File: src/rtl/imm_pkg.sv
// Shared types for the decode-stage immediate generator.
package imm_pkg;

    localparam int XLEN_DEFAULT = 32;

    typedef enum logic [2:0] {
        IMM_I = 3'b000,
        IMM_S = 3'b001,
        IMM_J = 3'b010,
        IMM_Z = 3'b100,
        IMM_B = 3'b101,
        IMM_U = 3'b110
    } imm_src_e;

endpackage

File: src/rtl/imm_decode.sv
// Combinational immediate extraction and extension from instruction bits [31:7].
module imm_decode
    import imm_pkg::*;
#(
    parameter int XLEN = XLEN_DEFAULT
) (
    input  logic [24:0]     inst,
    input  logic [2:0]      immsrc,
    output logic [XLEN-1:0] imm,
    output logic            illegal
);

    // inst[n] here is full-instruction bit n+7; every format is built at
    // 32 bits first and then sign-extended from bit 31 to XLEN.
    logic [31:0] v32;

    always_comb begin
        v32     = '0;
        illegal = 1'b0;
        case (imm_src_e'(immsrc))
            IMM_I:   v32 = {{20{inst[24]}}, inst[24:13]};
            IMM_S:   v32 = {{20{inst[24]}}, inst[24:18], inst[4:0]};
            IMM_B:   v32 = {{20{inst[24]}}, inst[0], inst[23:18], inst[4:1], 1'b0};
            IMM_J:   v32 = {{12{inst[24]}}, inst[12:5], inst[13], inst[23:14], 1'b0};
            IMM_U:   v32 = {inst[24:5], 12'b0};
            IMM_Z:   v32 = {27'b0, inst[12:8]};
            default: illegal = 1'b1;
        endcase
    end

    generate
        if (XLEN > 32) begin : g_wide
            assign imm = {{(XLEN-32){v32[31]}}, v32};
        end else begin : g_narrow
            assign imm = v32;
        end
    endgenerate

endmodule

File: src/rtl/imm_gen_pipe.sv
// Immediate generator followed by an elastic valid/ready pipeline of STAGES registers.
module imm_gen_pipe
    import imm_pkg::*;
#(
    parameter int XLEN   = XLEN_DEFAULT,
    parameter int STAGES = 1,
    parameter int TAG_W  = 8
) (
    input  logic             clk,
    input  logic             reset,
    input  logic             in_valid,
    output logic             in_ready,
    input  logic [24:0]      in_inst,
    input  logic [2:0]       in_immsrc,
    input  logic [TAG_W-1:0] in_tag,
    input  logic             flush,
    output logic             out_valid,
    input  logic             out_ready,
    output logic [XLEN-1:0]  out_imm,
    output logic             out_illegal,
    output logic [TAG_W-1:0] out_tag
);

    logic [XLEN-1:0] dec_imm;
    logic            dec_ill;

    imm_decode #(.XLEN(XLEN)) u_dec (
        .inst    (in_inst),
        .immsrc  (in_immsrc),
        .imm     (dec_imm),
        .illegal (dec_ill)
    );

    logic [STAGES-1:0]            vld_pipe;
    logic [STAGES-1:0]            ill_pipe;
    logic [STAGES-1:0][XLEN-1:0]  imm_pipe;
    logic [STAGES-1:0][TAG_W-1:0] tag_pipe;

    // rdy[k] is the load enable of stage k; rdy[STAGES] is the downstream ready.
    logic [STAGES:0] rdy;

    always_comb begin
        rdy         = '0;
        rdy[STAGES] = out_ready;
        for (int k = STAGES - 1; k >= 0; k--)
            rdy[k] = !vld_pipe[k] || rdy[k+1];
    end

    assign in_ready = rdy[0];

    generate
        for (genvar k = 0; k < STAGES; k++) begin : g_stage
            logic             v_in;
            logic             l_in;
            logic [XLEN-1:0]  i_in;
            logic [TAG_W-1:0] t_in;

            if (k == 0) begin : g_head
                assign v_in = in_valid;
                assign l_in = dec_ill;
                assign i_in = dec_imm;
                assign t_in = in_tag;
            end else begin : g_tail
                assign v_in = vld_pipe[k-1];
                assign l_in = ill_pipe[k-1];
                assign i_in = imm_pipe[k-1];
                assign t_in = tag_pipe[k-1];
            end

            // Data only moves with a real beat so an emptied stage keeps known values.
            always_ff @(posedge clk) begin
                if (reset) begin
                    vld_pipe[k] <= 1'b0;
                    ill_pipe[k] <= 1'b0;
                    imm_pipe[k] <= '0;
                    tag_pipe[k] <= '0;
                end else begin
                    if (rdy[k]) begin
                        vld_pipe[k] <= v_in;
                        if (v_in) begin
                            ill_pipe[k] <= l_in;
                            imm_pipe[k] <= i_in;
                            tag_pipe[k] <= t_in;
                        end
                    end
                    if (flush)
                        vld_pipe[k] <= 1'b0;
                end
            end
        end
    endgenerate

    assign out_valid   = vld_pipe[STAGES-1];
    assign out_illegal = ill_pipe[STAGES-1];
    assign out_imm     = imm_pipe[STAGES-1];
    assign out_tag     = tag_pipe[STAGES-1];

endmodule

File: config.mk
export PLATFORM = sky130hd
export DESIGN_NAME = imm_gen_pipe
export DESIGN_NICKNAME = d
export VERILOG_FILES = /design/src/rtl/imm_pkg.sv /design/src/rtl/imm_decode.sv /design/src/rtl/imm_gen_pipe.sv
export SDC_FILE = /design/constraint.sdc
export NUM_CORES = 1
export LEC_CHECK = 0
export ABC_AREA = 1
export BUFFER_PORTS_ARGS = -buffer_cell sky130_fd_sc_hd__buf_2
export CAP_MARGIN = 0
export CORE_ASPECT_RATIO = 0.6
export CORE_UTILIZATION = 51
export CTS_CLUSTER_DIAMETER = 60
export DETAILED_ROUTE_END_ITERATION = 10
export GPL_TIMING_DRIVEN = 0
export PLACE_DENSITY_LB_ADDON = 0.3
export SYNTH_ARGS = -nofsm -noshare
export SYNTH_HDL_FRONTEND = slang
export SYNTH_SLANG_ARGS = --single-unit
File: constraint.sdc
create_clock -name clk -period 2.35 [get_ports clk]
set_input_delay 0.705 -clock clk [delete_from_list [all_inputs] [get_ports clk]]
set_output_delay 0.705 -clock clk [all_outputs]
set_load 0.03 [all_outputs]
# ---- After elaboration in Yosys (flattened, before gate mapping)
# Index checks and enable logic that the tools add are counted.
dict set report word_totals {
  input_bits 41
  register_bits 42
  output_inout_bits 43
  elab_cells 17
}
dict set report op_classes {
  muxes 2
  eq_ne 5
  n_reduce_logical 6
}
# operator count
set ops {}
lappend ops {{32-bit one-hot mux with 6 select lines} 1}
lappend ops {{3-bit == test, second input constant} 3}
lappend ops {{6-bit OR reduction} 1}
lappend ops {{3-bit by 1-bit == test with 1-bit output, second input constant} 1}
lappend ops {{3-bit by 2-bit == test with 1-bit output, second input constant} 1}
lappend ops {{3-bit logical NOT} 1}
lappend ops {{2-bit AND reduction} 1}
lappend ops {{2-bit OR reduction} 1}
lappend ops {{1-bit logical NOT} 1}
lappend ops {{1-bit logical OR} 1}
lappend ops {{1-bit two-way mux} 1}

# ---- Depth between registers and ports, before layout
# Gate-level depths: netlist of run 1.
dict set report logic_depth {
  ltp_word 3
  mapped_depth 10
  mapped_depth_nobuf 8
}

# ---- By module
# From an unflattened synthesis of run 1, not the netlist that was laid out.
dict set report unflattened {
  hier_cells 368
  hier_area_um2 2313.5
}
# module n_inst area_each_um2 cells_each seq_area_each_um2
set modules_own_cells {}
lappend modules_own_cells {imm_gen_pipe 1 1889.3 274 840.8}
lappend modules_own_cells {imm_decode 1 424.2 94 0.0}

# ---- Worst setup path before layout of run 1
# Ideal clock, no wire load.
dict set report synth_path {
  kind {input to register}
  start {input port out_ready}
  end {register imm_pipe, in the netlist out_imm[24]}
  stages 6
  setup_slack_ns 0.611
  path_buffers 1
  setup_ns 0.070
  arrival_ns 1.669
  required_time_ns 2.280
  cell_sequence {inv_1 > nand2_1 > nand2_2 > clkbuf_1 > nand2_1 > a21oi_2}
}
dict set report synth_via {
  elab_chain_cells 2
}
# item line_no
set synth_rtl {}
lappend synth_rtl {{from (decl)} imm_gen_pipe.sv:18} ;# input logic out_ready,
lappend synth_rtl {{1-bit logical OR} imm_gen_pipe.sv:46} ;# rdy[k] = !vld_pipe[k] || rdy[k+1];
lappend synth_rtl {{net in_ready} imm_gen_pipe.sv:12} ;# output logic in_ready,
lappend synth_rtl {{2-bit AND reduction (no source line)} n/a}
lappend synth_rtl {{to (signal, indexed assignment)} imm_gen_pipe.sv:82} ;# imm_pipe[k] <= i_in;
lappend synth_rtl {{to (decl)} imm_gen_pipe.sv:36} ;# logic [STAGES-1:0][XLEN-1:0] imm_pipe;
# The timed path passes the listed nets, and every way through them passes these cells.
# A chain may end at the register's enable or synchronous reset.

# ---- Final worst setup path of run 1
dict set report layout_path {
  start {input port out_ready}
  end {output port in_ready}
}
dict set report layout_via {
  elab_chain_cells 1
}
# item line_no
set layout_rtl {}
lappend layout_rtl {{1-bit logical OR} imm_gen_pipe.sv:46}
lappend layout_rtl {{to (decl)} imm_gen_pipe.sv:12}
# No other way between the ends.

==> impl_metrics.tcl, run 1 <==
set metrics [dict create \
    outcome "finished, final reports clean" \
    drc_errors 0 \
    n_fill_cell 336 \
    drive_gt1_frac 0.3165 \
    postCtsSetupRepairBufs 0 \
    grt_pass1_wl_um 7776 \
    vias 2143 \
    hpwlAfterDp_um 3743 \
    synth-edff-count 0 \
    combPwrFrac 0.194 \
    path_clk_slew_ns 0.08 \
    p_leak_uw 0.001340 \
    cts_max_level 2 \
    tightest_slew_ns 0.5970 \
    cts_hold_buf 0 \
    crit_type "input port to primary output" \
    die_h_um 50.37 \
    diodes 0 \
    clock_latency_ns 0.30 \
    max_slew_margin 0.6020 \
    drtPass1Iterations 5 \
    swShare 0.2766 \
    sequentialPowerShare 0.423 \
    fin_setup_tns_ns 0 \
    netlist.area_leader.share 0.4229 \
    period_needed_ns 1.819 \
    synthDistinctLibCells 23 \
    fin_crit_sh 0.7742 \
    worstPathRequired_ns 1.64 \
    rr_worst_depth 5 \
    grt_overflow_total 0 \
    wl_per_cell_um 11.82 \
    max_cap_violations 0 \
    num_rows 17 \
    synthCells 288 \
    vias_per_cell 5.066 \
    nNetsFinal 416 \
    cts_tree "yes" \
    synth_top_area_cell "dfxtp_1" \
    ys_ff_latch 42 \
    cp-end-kind "primary output" \
    antenna_found_initial 0 \
    crit_end "in_ready" \
    internal-power_uw 1320 \
    grt_max_degree 14 \
    ys_warn_count 0 \
    start_util 0.5372 \
    cp-startpoint "out_ready" \
    synth_area_per_cell_um2 6.903 \
    drt_wl_total_um 4999 \
    switchingPower_uw 505.0 \
    max_freq_ghz 0.5497 \
    syn_area_um2 1988 \
    clock-sinks 42 \
    synthTopCellsByArea "dfxtp_1, nand2_1, a21oi_1" \
    slew_viol_final 0 \
    r2r-start "out_valid" \
    ant_nets 0 \
    hold_viol 0 \
    syn_nets 329 \
    clockPowerShare 0.383 \
    r2r-end "out_imm[24]" \
    cts_buffers 5 \
    yosysMostFrequentCell "nand2_1" \
    syn2layout_area_growth_pct 30.27 \
    drt_iter0_markers 147 \
    die_area_um2 4160 \
    grtUsageTotal 0.2494 \
    hold_path_startpoint "out_imm[20]" \
    vdd_drop_max_mv 0.4847 \
    synthFlopType "dfxtp_1" \
    powerDensity_nw_per_um2 704.8 \
    cp_max_fo 3 \
    routabilityCongestion 0.9002 \
    core_area_um2 3701 \
    grt_pass1_vias 1700 \
    hold_path_class "flop to flop" \
    fin_worst_skew_ns 0.006334 \
    worst_ep_arrival_time_ns 1.11 \
    final_util 0.6998 \
    synth_seq_area_share 0.4229 \
    synth_common_cells "nand2_1, dfxtp_1, nor2_1" \
    die_x_um 82.61 \
    port_buffers 80 \
    cts.repair.resized 0 \
    rrSetupSlack_ns 1.02 \
    synthArstFlopShare 0 \
    setup_viol 0 \
    io-pin-count 84 \
    critPathLaunchType "input port" \
    rsz0062_at_grt "no" \
    cts_buffer_depth 2 \
    cts_root_buffer "clkbuf_8" \
]
-- worst min-delay path by stage --
stage	to	slack (ns)	cells after the start
after CTS	out_imm[4]	0.47	2
final	out_imm[20]	0.46	2
after global placement	out_imm[14]	0.45	2
after global routing	out_imm[19]	0.48	2
after floorplan	out_imm[18]	0.59	2
after detailed placement	out_imm[4]	0.46	2
-- through the flow --
stage | std cells | instance area [um2] | setup slack (ns) | total power (uW) | hold slack, ns
after global placement | 415 | 2447 | 0.5050 | 1136 | 0.4505
after global routing | 423 | 2590 | 0.4702 | 1908 | 0.4804
after CTS | 423 | 2590 | 0.5296 | 1841 | 0.4681
after floorplan | 288 | 1988 | 0.6114 | 1027 | 0.5939
final | 423 | 2590 | 0.5307 | 1825 | 0.4637
after detailed placement | 415 | 2447 | 0.4607 | 1142 | 0.4559
-- critical path: stages --
cell and delay, ns:
buf_2 0.07, inv_1 0.03, nand2_1 0.09, buf_2 0.21
-- final cells by class --
cell class / count / area (um2) / area share
Timing Repair Buffer: 80 / 400.4 / 0.1546
Multi-Input combinational cell: 209 / 972.2 / 0.3754
Clock buffer: 6 / 82.58 / 0.03188
Clock inverter: 2 / 60.06 / 0.02319
Inverter: 19 / 73.82 / 0.02850
Sequential cell: 42 / 840.8 / 0.3246
Buffer: 18 / 101.3 / 0.03913
Tap cell: 47 / 58.81 / 0.02271
-- sequential cells by signal, indices dropped and copies added, names as in the netlist --
signal       flops
out_imm         32
out_illegal      1
out_tag          8
out_valid        1
-- kinds of logic (layout without fill, tap and decap cells) --
kind of cell,after synthesis,count (layout),share of synthesized area
flip-flops,42,42,0.4229
AND/OR/NAND/NOR,159,159,0.3317
buffers and inverters,37,125,0.08811
AO/OA/AOI/OAI,50,50,0.1573
-- routing by layer --
layer | track usage | share of wire | vias up
met3 | 0.05818 | 0.078 | 7
met2 | 0.3678 | 0.43 | 79
met1 | 0.3536 | 0.48 | 964
met5 | 0 | 0 | -
met4 | 0.08908 | 0.010 | 0
li1 | - | - | 1093
-- placed cells by master, fill, tap and decap left out, types with 2 or more instances in the layout --
cell	n
nand2_1	111
buf_2	86
dfxtp_1	42
nor2_1	22
a21oi_1	21
inv_1	16
o21ai_0	14
a21oi_2	11
nand4_1	11
nand3_1	10
clkbuf_1	6
clkbuf_8	6
buf_4	3
buf_6	2
nor2_4	2
nand2_2	2
inv_2	2
bufinv_16	2
-- power groups by stage --
| stage | logic (uW) | registers [uW] | clock network, uW |
|---|---|---|---|
| final | 354 | 772 | 699 |
| after global routing | 390 | 778 | 740 |
| after CTS | 355 | 772 | 714 |
| after detailed placement | 353 | 788 | 0 |
| after global placement | 348 | 788 | 0 |
| after floorplan | 154 | 874 | 0 |
(Power assumes the default switching activity.)
==> run 2: changes to the inputs <==
--- a/config.mk
+++ b/config.mk
@@ -5,11 +5,11 @@
 export SDC_FILE = /design/constraint.sdc
 export NUM_CORES = 1
 export LEC_CHECK = 0
-export ABC_AREA = 1
+export ABC_AREA = 0
 export BUFFER_PORTS_ARGS = -buffer_cell sky130_fd_sc_hd__buf_2
 export CAP_MARGIN = 0
 export CORE_ASPECT_RATIO = 0.6
-export CORE_UTILIZATION = 51
+export CORE_UTILIZATION = 42
 export CTS_CLUSTER_DIAMETER = 60
 export DETAILED_ROUTE_END_ITERATION = 10
 export GPL_TIMING_DRIVEN = 0
==> constraint.sdc (replaced) <==
create_clock -name clk -period 1.6 [get_ports clk]
set_input_delay 0.48 -clock clk [delete_from_list [all_inputs] [get_ports clk]]
set_output_delay 0.48 -clock clk [all_outputs]
set_load 0.03 [all_outputs]
==> run 2 against run 1 <==
Against the previous run:
- combinational power increased by 41%
- clock skew decreased by 0.0022 ns
- cell count decreased by 15%
- clock power about the same
- sequential cell count unchanged
- cell area decreased by 4.1%
- first-iteration DRC count increased by 2.0%
- sequential power increased by 46%
- synthesized area decreased by 5.9%
- critical endpoint unchanged
- highest routed layer unchanged
==> impl_metrics.tcl, run 2 <==
set metrics [dict create \
    outcome "finished, final reports clean" \
    ant_nets 0 \
    core_area_um2 4189 \
    hold_path_class "input port to flop" \
    cp-end-kind "primary output" \
    clock-sinks 42 \
    power_uw 2330 \
    drt_iter0_markers 150 \
    powerDensity_nw_per_um2 938.0 \
    grt_max_degree 14 \
    swShare 0.3006 \
    die_area_um2 4733 \
    p_leak_uw 0.001111 \
    final_cells 360 \
    switchingPower_uw 700.2 \
    wl_per_cell_um 15.33 \
    synthDistinctLibCells 35 \
    clock_latency_ns 0.29 \
    synthCells 209 \
    clockPowerShare 0.299 \
    path_clk_slew_ns 0.08 \
    routabilityCongestion 0.8202 \
    cp_max_fo 13 \
    synthFlopType "dfxtp_1" \
    grt_pass1_wl_um 8562 \
    final_common_cell "buf_2" \
    critPathLaunchType "flop" \
    rr_worst_depth 6 \
    drc_errors 0 \
    yosysMostFrequentCell "dfxtp_1" \
    worst_ep_arrival_time_ns 1.07 \
    port_buffers 82 \
    synth_common_cells "dfxtp_1, a21oi_1, buf_2" \
    worstPathRequired_ns 1.12 \
    final_util 0.5929 \
    die_h_um 53.70 \
    start_util 0.4465 \
    drt_wl_total_um 5517 \
    synth_top_area_cell "dfxtp_1" \
    cts_root_buffer "clkbuf_8" \
    drive_gt1_frac 0.3767 \
    internal-power_uw 1629 \
    dp.cells 351 \
    netlist.area_leader.share 0.4495 \
    fin_worst_skew_ns 0.004088 \
    hpwlAfterDp_um 4145 \
    max_slew_margin 0.6397 \
    synth-edff-count 0 \
    cts_tree "yes" \
    cts_buffer_depth 2 \
    mostFrequentLayoutCells "buf_2, dfxtp_1, a21oi_1, a311oi_1" \
    grt_pass1_vias 1754 \
    drtPass1Iterations 4 \
    tightest_slew_ns 0.5255 \
    synthArstFlopShare 0 \
    syn_area_um2 1871 \
    ys_ff_latch 42 \
    hold_viol 0 \
    die_x_um 88.16 \
    rrSetupSlack_ns 0.08 \
    synth_area_per_cell_um2 8.950 \
    combPwrFrac 0.214 \
    sequentialPowerShare 0.487 \
    syn2layout_area_growth_pct 32.78 \
    grtUsageTotal 0.2457 \
    hold_ws_ns 0.3344 \
    vias_per_cell 5.464 \
    grt_overflow_total 0 \
    synthTopCellsByArea "dfxtp_1, a21oi_1, a311oi_1" \
    setup_viol 0 \
    max_freq_ghz 0.6441 \
    vias 1967 \
    fin_crit_sh 0.9704 \
    period_needed_ns 1.553 \
    num_rows 18 \
    diodes 0 \
    nNetsFinal 340 \
    max_cap_violations 0 \
    cts_buffers 5 \
    ys_warn_count 0 \
    syn_nets 250 \
    whs_path_depth 2 \
    slew_viol_final 0 \
    synth_seq_area_share 0.4495 \
    io-pin-count 84 \
    crit_type "flop to primary output" \
    cts_max_level 2 \
    largest_reg_flops 32 \
    antenna_found_initial 0 \
    vdd_drop_max_mv 0.4965 \
]
-- run 2: cell count changes after synthesis, moves of 4 or more --
cell / change
inv_1: -10
a221o_1: +4
a311oi_1: +12
a22o_1: +8
nand2_1: -100
o2bb2ai_1: +8
a32o_1: +4
buf_2: +7
o21ai_1: +9
a21oi_1: +7
a21oi_2: -10
nor2_1: -21
-- run 2: through the flow --
stage,area (um2),TNS [ns],setup slack [ns]
after floorplan,1872,0,0.09145
after global placement,2357,-1.922,-0.2760
after detailed placement,2357,-2.108,-0.2879
after CTS,2476,0,0.02900
after global routing,2484,-0.002833,-0.002833
final,2484,0,0.04741
-- run 2: timing repair --
action                     in CTS  in global routing
cloned                          0                  0
buffers inserted                1                  1
hold buffers                    0                  0
gates resized for setup         8                  0
setup endpoints to repair       1                  1
-- run 2: cells by family after synthesis --
family | count (synthesis) | share of synthesized area
buffers and inverters | 33 | 0.08495
and+or+nand+nor | 40 | 0.1164
muxes | 2 | 0.01070
DFF | 42 | 0.4495
AOI/OAI and AO/OA | 92 | 0.3385
-- run 2: metal layers --
layer | GRT usage | vias up | part of all wire
met2 | 0.3411 | 81 | 0.41
met3 | 0.06595 | 2 | 0.074
li1 | - | 972 | -
met5 | 0 | - | 0
met1 | 0.3704 | 912 | 0.51
met4 | 0.06183 | 0 | 0.0056
-- run 2: power groups by stage --
stage,clock network [uW],logic [uW],registers (uW)
after floorplan,0,195,1280
after global placement,0,481,1160
after detailed placement,0,488,1160
after CTS,705,494,1130
after global routing,754,536,1140
final,696,499,1130
-- run 2: cell type report --
| cell class | instances | area, um2 |
|---|---|---|
| tap | 60 | 75.07 |
| clock buffer | 7 | 86.33 |
| buffer | 24 | 130.1 |
| inverter | 8 | 37.54 |
| sequential | 42 | 842.1 |
| fill | 392 | 1705 |
| clock inverter | 1 | 5.005 |
| timing repair buffer | 84 | 431.7 |
| multi-input combinational | 134 | 875.8 |
-- run 2: worst paths after layout --
check	from	to
max	out_valid	in_ready
min	flush	out_valid
max reg2reg	out_valid	out_imm[29]
min reg2reg	out_imm[3]	out_imm[3]
-- run 2: worst max-delay path: stages (launching register included) --
cell	delay, ns
dfxtp_2	0.32
nor2b_4	0.12
buf_6	0.12
inv_8	0.08
buf_6	0.13
